`config.mk`:
```
export PLATFORM = sky130hd
export DESIGN_NAME = mic_pdm_receiver
export DESIGN_NICKNAME = d
export VERILOG_FILES = /design/src/rtl/mic_pdm_receiver.sv
export SDC_FILE = /design/constraint.sdc
export NUM_CORES = 1
export LEC_CHECK = 0
export CORE_ASPECT_RATIO = 1.1
export CORE_UTILIZATION = 50
export CTS_CLUSTER_DIAMETER = 150
export CTS_CLUSTER_SIZE = 14
export DETAILED_ROUTE_END_ITERATION = 8
export DONT_BUFFER_PORTS = 1
export GPL_TIMING_DRIVEN = 0
export PLACE_DENSITY_LB_ADDON = 0.25
export SETUP_SLACK_MARGIN = 0.4
export SYNTH_ARGS = -nofsm -noshare
export SYNTH_HDL_FRONTEND = slang
export SYNTH_SLANG_ARGS = --single-unit
```
`constraint.sdc`:
```
create_clock -name CLK100MHZ -period 3.95 [get_ports CLK100MHZ]
set_input_delay 0.9875 -clock CLK100MHZ [delete_from_list [all_inputs] [get_ports CLK100MHZ]]
set_output_delay 0.9875 -clock CLK100MHZ [all_outputs]
set_load 0.02 [all_outputs]
```
`src/rtl/mic_pdm_receiver.sv`:
```
// PDM microphone front end: drives M_CLK, counts ones over 128-bit windows, reports sample/magnitude/loud.
// Optional macro MIC_LOUD_HOLD_EN stretches loud for HOLD_CYCLES; otherwise loud is a one-cycle pulse.
module mic_pdm_receiver #(
    parameter int CLK_DIV     = 20,
    parameter int HOLD_CYCLES = 10000000
) (
    input  logic       CLK100MHZ,
    input  logic       CPU_RESETN,
    input  logic       enable,
    input  logic [6:0] threshold,
    input  logic       M_DATA,
    output logic       M_CLK,
    output logic       M_LR_SEL,
    output logic [7:0] sample,
    output logic [6:0] magnitude,
    output logic       sample_valid,
    output logic       loud
);

    typedef enum logic [1:0] {
        IDLE   = 2'd0,
        WARMUP = 2'd1,
        RUN    = 2'd2
    } state_t;

    localparam logic [7:0] DIV_LAST = 8'(CLK_DIV - 1);

    if (CLK_DIV < 2 || CLK_DIV > 255 || HOLD_CYCLES < 1) begin : g_bad_param
        $error("mic_pdm_receiver: CLK_DIV must be 2..255 and HOLD_CYCLES at least 1");
    end

    function automatic logic [6:0] dist_from_mid(input logic [7:0] v);
        if (v >= 8'd64) begin
            return 7'(v - 8'd64);
        end else begin
            return 7'(8'd64 - v);
        end
    endfunction

    logic [1:0] data_sync_r;
    state_t     state_r;
    logic [7:0] div_cnt_r;
    logic       mclk_r;
    logic [6:0] bit_cnt_r;
    logic [7:0] ones_r;
    logic [1:0] warm_cnt_r;
    logic [7:0] sample_r;
    logic [6:0] mag_r;
    logic       valid_r;
    logic       loud_r;

    logic       div_wrap_s;
    logic       capture_s;
    logic       window_done_s;
    logic [7:0] window_sum_s;
    logic [6:0] window_mag_s;
    logic       trip_s;

    // Divider wrap, capture strobe on the falling M_CLK edge, and window-completion arithmetic.
    always_comb begin
        div_wrap_s    = (div_cnt_r == DIV_LAST);
        capture_s     = div_wrap_s && mclk_r;
        window_done_s = capture_s && (bit_cnt_r == 7'd127);
        window_sum_s  = ones_r + {7'd0, data_sync_r[1]};
        window_mag_s  = dist_from_mid(window_sum_s);
        trip_s        = window_done_s && (state_r == RUN) && (threshold != 7'd0)
                        && (window_mag_s >= threshold);
    end

    // Two-flop synchronizer for the asynchronous PDM input.
    always_ff @(posedge CLK100MHZ or negedge CPU_RESETN) begin
        if (!CPU_RESETN) begin
            data_sync_r <= 2'b00;
        end else begin
            data_sync_r <= {data_sync_r[0], M_DATA};
        end
    end

    // Control FSM, clock divider, window accumulation and registered sample outputs.
    always_ff @(posedge CLK100MHZ or negedge CPU_RESETN) begin
        if (!CPU_RESETN) begin
            state_r    <= IDLE;
            div_cnt_r  <= 8'd0;
            mclk_r     <= 1'b0;
            bit_cnt_r  <= 7'd0;
            ones_r     <= 8'd0;
            warm_cnt_r <= 2'd0;
            sample_r   <= 8'd0;
            mag_r      <= 7'd0;
            valid_r    <= 1'b0;
        end else begin
            valid_r <= 1'b0;
            if (!enable) begin
                // Parking discards any partial window but keeps the last sample.
                state_r    <= IDLE;
                div_cnt_r  <= 8'd0;
                mclk_r     <= 1'b0;
                bit_cnt_r  <= 7'd0;
                ones_r     <= 8'd0;
                warm_cnt_r <= 2'd0;
            end else begin
                case (state_r)
                    IDLE: begin
                        state_r    <= WARMUP;
                        div_cnt_r  <= 8'd0;
                        mclk_r     <= 1'b0;
                        bit_cnt_r  <= 7'd0;
                        ones_r     <= 8'd0;
                        warm_cnt_r <= 2'd0;
                    end
                    WARMUP, RUN: begin
                        div_cnt_r <= div_wrap_s ? 8'd0 : div_cnt_r + 8'd1;
                        if (div_wrap_s) begin
                            mclk_r <= ~mclk_r;
                        end else begin
                            mclk_r <= mclk_r;
                        end
                        if (window_done_s) begin
                            bit_cnt_r <= 7'd0;
                            ones_r    <= 8'd0;
                            if (state_r == RUN) begin
                                sample_r <= window_sum_s;
                                mag_r    <= window_mag_s;
                                valid_r  <= 1'b1;
                            end else if (warm_cnt_r == 2'd3) begin
                                state_r    <= RUN;
                                warm_cnt_r <= 2'd0;
                            end else begin
                                warm_cnt_r <= warm_cnt_r + 2'd1;
                            end
                        end else if (capture_s) begin
                            bit_cnt_r <= bit_cnt_r + 7'd1;
                            ones_r    <= window_sum_s;
                        end else begin
                            bit_cnt_r <= bit_cnt_r;
                            ones_r    <= ones_r;
                        end
                    end
                    default: begin
                        state_r    <= IDLE;
                        div_cnt_r  <= 8'd0;
                        mclk_r     <= 1'b0;
                        bit_cnt_r  <= 7'd0;
                        ones_r     <= 8'd0;
                        warm_cnt_r <= 2'd0;
                    end
                endcase
            end
        end
    end

`ifdef MIC_LOUD_HOLD_EN
    localparam int                HOLD_W      = $clog2(HOLD_CYCLES + 1);
    localparam logic [HOLD_W-1:0] HOLD_RELOAD = HOLD_W'(HOLD_CYCLES - 1);

    logic [HOLD_W-1:0] hold_cnt_r;

    // Loud stretch: each trip reloads the hold so loud stays high HOLD_CYCLES cycles.
    always_ff @(posedge CLK100MHZ or negedge CPU_RESETN) begin
        if (!CPU_RESETN) begin
            loud_r     <= 1'b0;
            hold_cnt_r <= '0;
        end else if (!enable) begin
            loud_r     <= 1'b0;
            hold_cnt_r <= '0;
        end else if (trip_s) begin
            loud_r     <= 1'b1;
            hold_cnt_r <= HOLD_RELOAD;
        end else if (hold_cnt_r != '0) begin
            loud_r     <= loud_r;
            hold_cnt_r <= hold_cnt_r - HOLD_W'(1);
        end else begin
            loud_r     <= 1'b0;
            hold_cnt_r <= '0;
        end
    end
`else
    // Loud pulse coincident with the tripping sample_valid.
    always_ff @(posedge CLK100MHZ or negedge CPU_RESETN) begin
        if (!CPU_RESETN) begin
            loud_r <= 1'b0;
        end else begin
            loud_r <= enable && trip_s;
        end
    end
`endif

    assign M_CLK        = mclk_r;
    assign M_LR_SEL     = 1'b0;
    assign sample       = sample_r;
    assign magnitude    = mag_r;
    assign sample_valid = valid_r;
    assign loud         = loud_r;

endmodule

```
Yosys cells after proc, flatten, opt, wreduce, memory -nomap -nowiden --
Cells that the tools add are included. W data, S select, Z words.
Cells by class: add/subtract/negate cells 6, $lt $le $gt $ge 2, equal/unequal tests 10, multiplexer cells 29, bitwise operators 1, reduce and logical (&&, ||, !) cells 12
Operator list (number):
- $mux W8 | 7
- $mux W7 | 5
- $mux W2 | 9
- $ne A3 B3 Y1 const B | 4
- $add A8 B1 Y8 | 1
- $add A8 B1 Y8 const B | 1
- $eq A8 B5 Y1 const B | 1
- $ge A8 B7 Y1 const B | 1
- $add A7 B1 Y7 const B | 1
- $eq A7 B7 Y1 const B | 1
- $ge A7 B7 Y1 | 1
- $mux W1 | 7
- $reduce_bool A7 Y1 | 1
- $sub A7 B7 Y7 const A | 1
- $sub A7 B7 Y7 const B | 1
- $logic_and A1 B1 Y1 | 6
- $eq A2 B2 Y1 const B | 2
- $ne A4 B4 Y1 const B | 1
- $pmux W2 S2 | 1
- $reduce_and A4 Y1 | 1
- $reduce_and A3 Y1 | 1
- $add A2 B1 Y2 const B | 1
- $eq A2 B1 Y1 const B | 1
- $logic_not A2 Y1 | 1
- 3 further kinds | 3
Word-level totals: register bits 47, output and inout port bits 19, logic and storage cells 71

Depth between registers and ports, before layout --
depth after elaboration 7, gate-level depth with buffers 12

Worst setup path after synthesis --
Ideal clock, no wire load.
path kind register -> register, start register ones_r[0], end register loud_r (netlist: loud), data arrival time 2562 ps, required time 3846 ps, slack 1284 ps, stages on the path, launching flop included 13, path buffers 0, clock period less this slack 2666 ps, cell sequence dfrtp_1 -> ha_1 -> ha_1 -> inv_1 -> ha_1 -> or4b_4 -> o31ai_2 -> nand3b_1 -> xor2_1 -> ha_1 -> a21o_1 -> a21oi_1 -> a221oi_1
On the way: longest elaborated chain between the ends 6, elaborated cells between the ends (all ways) 8, those cells by class add/sub: 3; order compare: 2; mux: 1; reduce/logical: 2
RTL lines:
- from (decl) | RTL line 45 | logic [7:0] ones_r;
- from (signal assigned) | RTL line 133 | ones_r <= window_sum_s;
- from (signal assigned) | RTL line 136 | ones_r <= ones_r;
- $add A8 B1 Y8 (*) | RTL line 64 | window_sum_s = ones_r + {7'd0, data_sync_r[1]};
- via window_sum_s[1] | RTL line 55 | logic [7:0] window_sum_s;
- $sub A7 B7 Y7, or another cell as far along | RTL line 36 | return 7'(8'd64 - v);
- $mux W7 (*) | RTL line 33 | if (v >= 8'd64) begin
- via window_mag_s[4] | RTL line 56 | logic [6:0] window_mag_s;
- $ge A7 B7 Y1 (*) | RTL line 67 | && (window_mag_s >= threshold);
- $logic_and A1 B1 Y1 (*) | RTL line 67
- $logic_and A1 B1 Y1 (*) | RTL line 183 | loud_r <= enable && trip_s;
- to (signal assigned) | RTL line 183
- to (decl) | RTL line 50 | logic loud_r;
Mark *: on every way through the listed nets, which the timed path passes. The rest lies on a longest branch. A chain may end at the register's enable or synchronous reset.

Worst setup path in the final report --
start register data_sync_r[1], end register loud_r (netlist: loud)
On the way: longest elaborated chain between the ends 6, elaborated cells between the ends (all ways) 8, those cells by class add/sub: 3; order compare: 2; mux: 1; reduce/logical: 2
RTL lines:
- from (decl) | RTL line 40 | logic [1:0] data_sync_r;
- from (signal assigned) | RTL line 75 | data_sync_r <= {data_sync_r[0], M_DATA};
- $add A8 B1 Y8 (*) | RTL line 64
- via window_sum_s[1] | RTL line 55
- $sub A7 B7 Y7, or another cell as far along | RTL line 36
- $mux W7 (*) | RTL line 33
- via window_mag_s[4] | RTL line 56
- $ge A7 B7 Y1 (*) | RTL line 67
- $logic_and A1 B1 Y1 (*) | RTL line 67
- $logic_and A1 B1 Y1 (*) | RTL line 183
Marked as above.

==> results.md <==
* WHS Endpoint: data_sync_r[1]$_DFF_PN0_
* Maximum buffer depth of the clock tree at 2
* # port buffers at 0
* Max-slew violations at 0
* Initial Util at 0.534
* Drt pass-1 iters at 4
* Critical path's top delay family: adder cells
* P per Cell Area at 345 nW/µm²
* Clock root cell: clkbuf_8
* Post-Route WL at 4680 µm
* Non-Filler Instances at 317
* Avg WL per Cell at 14.8 µm
* RSZ-0062 raised after global routing: false
* Period utilisation layout at 0.754
* Slew @ Worst Pin at 526 ps
* CTS clk-pin slew, worst paths at 90 ps
* First-pass GRT wire length at 8180 µm
* Met1 Track Usage GR at 0.240
* Top cells by count, synth: dfrtp_1, nand2_1, nor2_1
* RR Endpoint: loud$_DFF_PN0_
* Slowest cell on the critical path: or4b_4
* Top cells by area, synth: dfrtp_1, ha_1, xor2_1
* NumNets Final at 286
* Worst Path Buf+Inv at 1
* # Max-Cap Violations at 0
* Die H at 77.0 µm
* HPWL after detailed placement at 3400 µm
* R2R setup slack at 970 ps
* Crit path cell chain: ha_1, ha_1, inv_1, ha_1, or4b_4, o31ai_2, nand3b_1, xor2_1, ha_1, a21o_1, a21oi_1, a221oi_1
* Core Region at 4780 µm²
* Yosys reg bits at 46
* Area delta synth->final at 8.33%
* Met3 GRT Util at 0.0486
* Most frequent cell after synthesis: dfrtp_1
* Worst min-delay path class: register to register
* Area share of the largest cell type after synthesis at 0.451
* # diodes at 0
* Design Power at 0.000953 W
* Fmax at 336 MHz
* Hold path depth at 0
* Crit start category: register
* Final GP Congestion at 0.764
* H-tree level count at 2
* Relative slew margins at 0.648
* Routed Antenna Nets at 0
* Layout cell share with drive strength beyond 1 at 0.149
* CTS tree: yes
* Synth unique cells at 52
* Critical path arrival at 3180 ps
* Clk_skew at 6.87 ps
* Ys async rst share at 1.00
* Total nets after synthesis at 279
* Hold Startpoint: data_sync_r[0]$_DFF_PN0_
* Postcts setup bufs at 0
* Met2 Use GR at 0.317
* Via density at 5.64
* Final min period at 2980 ps
* Synth Instances at 253
* CTS Buf Count at 5
* Largest net degree at the start of global routing at 47
* Setup Total Neg Slack at 0 ps
* CP max stage delay at 470 ps
* Mean Syn Cell Area at 10.1 µm²
* Status: finished clean
* Overflow left after global routing at 0
* Worst r2r src: data_sync_r[1]$_DFF_PN0_
* Worst r2r path cells at 12
* Critical path peak fanout at 7
* GRT Max-Usage Layer: met2
* Number of synthesized flops with an enable pin at 0
* Total Routing Usage GR at 0.191
* Clock sinks at 46
* Req. time, crit path at 4150 ps
* Critical Path Most Common Cell: ha_1
* Via count at 1787
* Largest area contributor in the netlist: dfrtp_1
* Max VDD drop at 0.000254 V
* I/O pin count at 30
* Die Width at 70.1 µm
* Core Util, Final at 0.578
* Total die area at 5400 µm²
* First DRT Iteration DRCs at 79
* Remaining DRCs at 0
* Vias in the first global route at 1754
* Kind of critical path: register to register
* Initial antenna violation count at 0
* Final Hold Fails at 0
* CP endpoint kind: register
* Resized Gates After CTS at 0
* Insertion delay to the later sink of the worst-skew pair at 300 ps
* Synthesized area at 2550 µm²
* Final hold slack at 364 ps
* Leak at 1.26 nW
* Prevailing post-synth register cell: dfrtp_1
* Endpoints failing setup at 0
* Rows at 26
* Hold_buf cts at 0
* Sequential cell area fraction in the yosys report at 0.451
* DP Cell Count at 309
* Yosys Warn Count at 0
## layer usage
| layer | vias to the layer above | share of wire |
|---|---|---|
| li1 | 883 | - |
| met1 | 866 | 0.46 |
| met2 | 32 | 0.49 |
| met3 | 6 | 0.037 |
| met4 | 0 | 0.015 |
| met5 | - | 0 |
## cells in the final DEF (no fill, tap or decap), drive strengths merged, types with 2 or more instances in the layout
| cell type | instances |
|---|---|
| a21o | 2 |
| dfrtp | 46 |
| xnor2 | 7 |
| mux2 | 7 |
| nor2 | 27 |
| o21ai | 11 |
| xor2 | 16 |
| and3 | 8 |
| nand2 | 26 |
| nand3b | 2 |
| nor3 | 4 |
| or2 | 2 |
| ha | 15 |
| nor2b | 3 |
| bufinv | 2 |
| nand3 | 17 |
| clkbuf | 8 |
| a22o | 2 |
| a21oi | 14 |
| o211ai | 2 |
| inv | 11 |
| nand4 | 5 |
| buf | 7 |
## worst register-to-register path, delay by kind of cell (launching register included)
kind            cells  cell delay (ps)
compound gates      4              540
fa+ha+maj           4             1020
simple gates        2              640
buf+inv             1              100
flops               1              370
xor+xnor            1              230
## flip-flops by register name, indices dropped and copies added, names as in the netlist
name          count
div_cnt_r         8
data_sync_r       2
sample            8
sample_valid      1
loud              1
bit_cnt_r         7
ones_r            8
magnitude         6
warm_cnt_r        2
M_CLK             1
state_r           2
## worst max-delay path by stage
stage | startpoint | end | cells after the start
after floorplan | ones_r[0]$_DFFE_PN0P_ | loud$_DFF_PN0_ | 12
after global placement | data_sync_r[1]$_DFF_PN0_ | loud$_DFF_PN0_ | 12
after detailed placement | data_sync_r[1]$_DFF_PN0_ | loud$_DFF_PN0_ | 12
after CTS | data_sync_r[1]$_DFF_PN0_ | loud$_DFF_PN0_ | 12
after global routing | ones_r[0]$_DFFE_PN0P_ | loud$_DFF_PN0_ | 11
final | data_sync_r[1]$_DFF_PN0_ | loud$_DFF_PN0_ | 12
## power breakdown
group | internal, W | total (W) | leakage [nW] | switching [W]
combinational | 0.0000190 | 0.0000457 | 0.552 | 0.0000267
clock | 0.000270 | 0.000431 | 0.0714 | 0.000161
sequential | 0.000474 | 0.000476 | 0.636 | 0.00000214
## area by class of cell
cell class | count | area, µm²
fill | 413 | 2020
clock inverter | 2 | 60.1
multi-input combinational | 186 | 1290
tap | 56 | 70.1
buffer | 9 | 66.3
inverter | 12 | 46.3
clock buffer | 6 | 82.6
sequential | 46 | 1150
## kinds of logic (layout without fill, tap and decap cells)
group	Yosys count	after routing	share of synthesized area
and+or+nand+nor	102	102	0.214
xor gates and xnor gates	23	23	0.0892
AOI/OAI and AO/OA	37	37	0.0877
other	1	1	0.00147
buffers and inverters	21	29	0.0441
DFF	46	46	0.451
muxes	8	8	0.0392
adders and majority gates	15	15	0.0735
## metrics by stage
stage | worst slack [ps] | instance area, µm²
2_1_floorplan | 1280 | 2550
3_3_place_gp | 987 | 2620
3_5_place_dp | 967 | 2620
4_1_cts | 935 | 2770
5_1_grt | 651 | 2770
6_report | 970 | 2770
(Power assumes the default switching activity.)
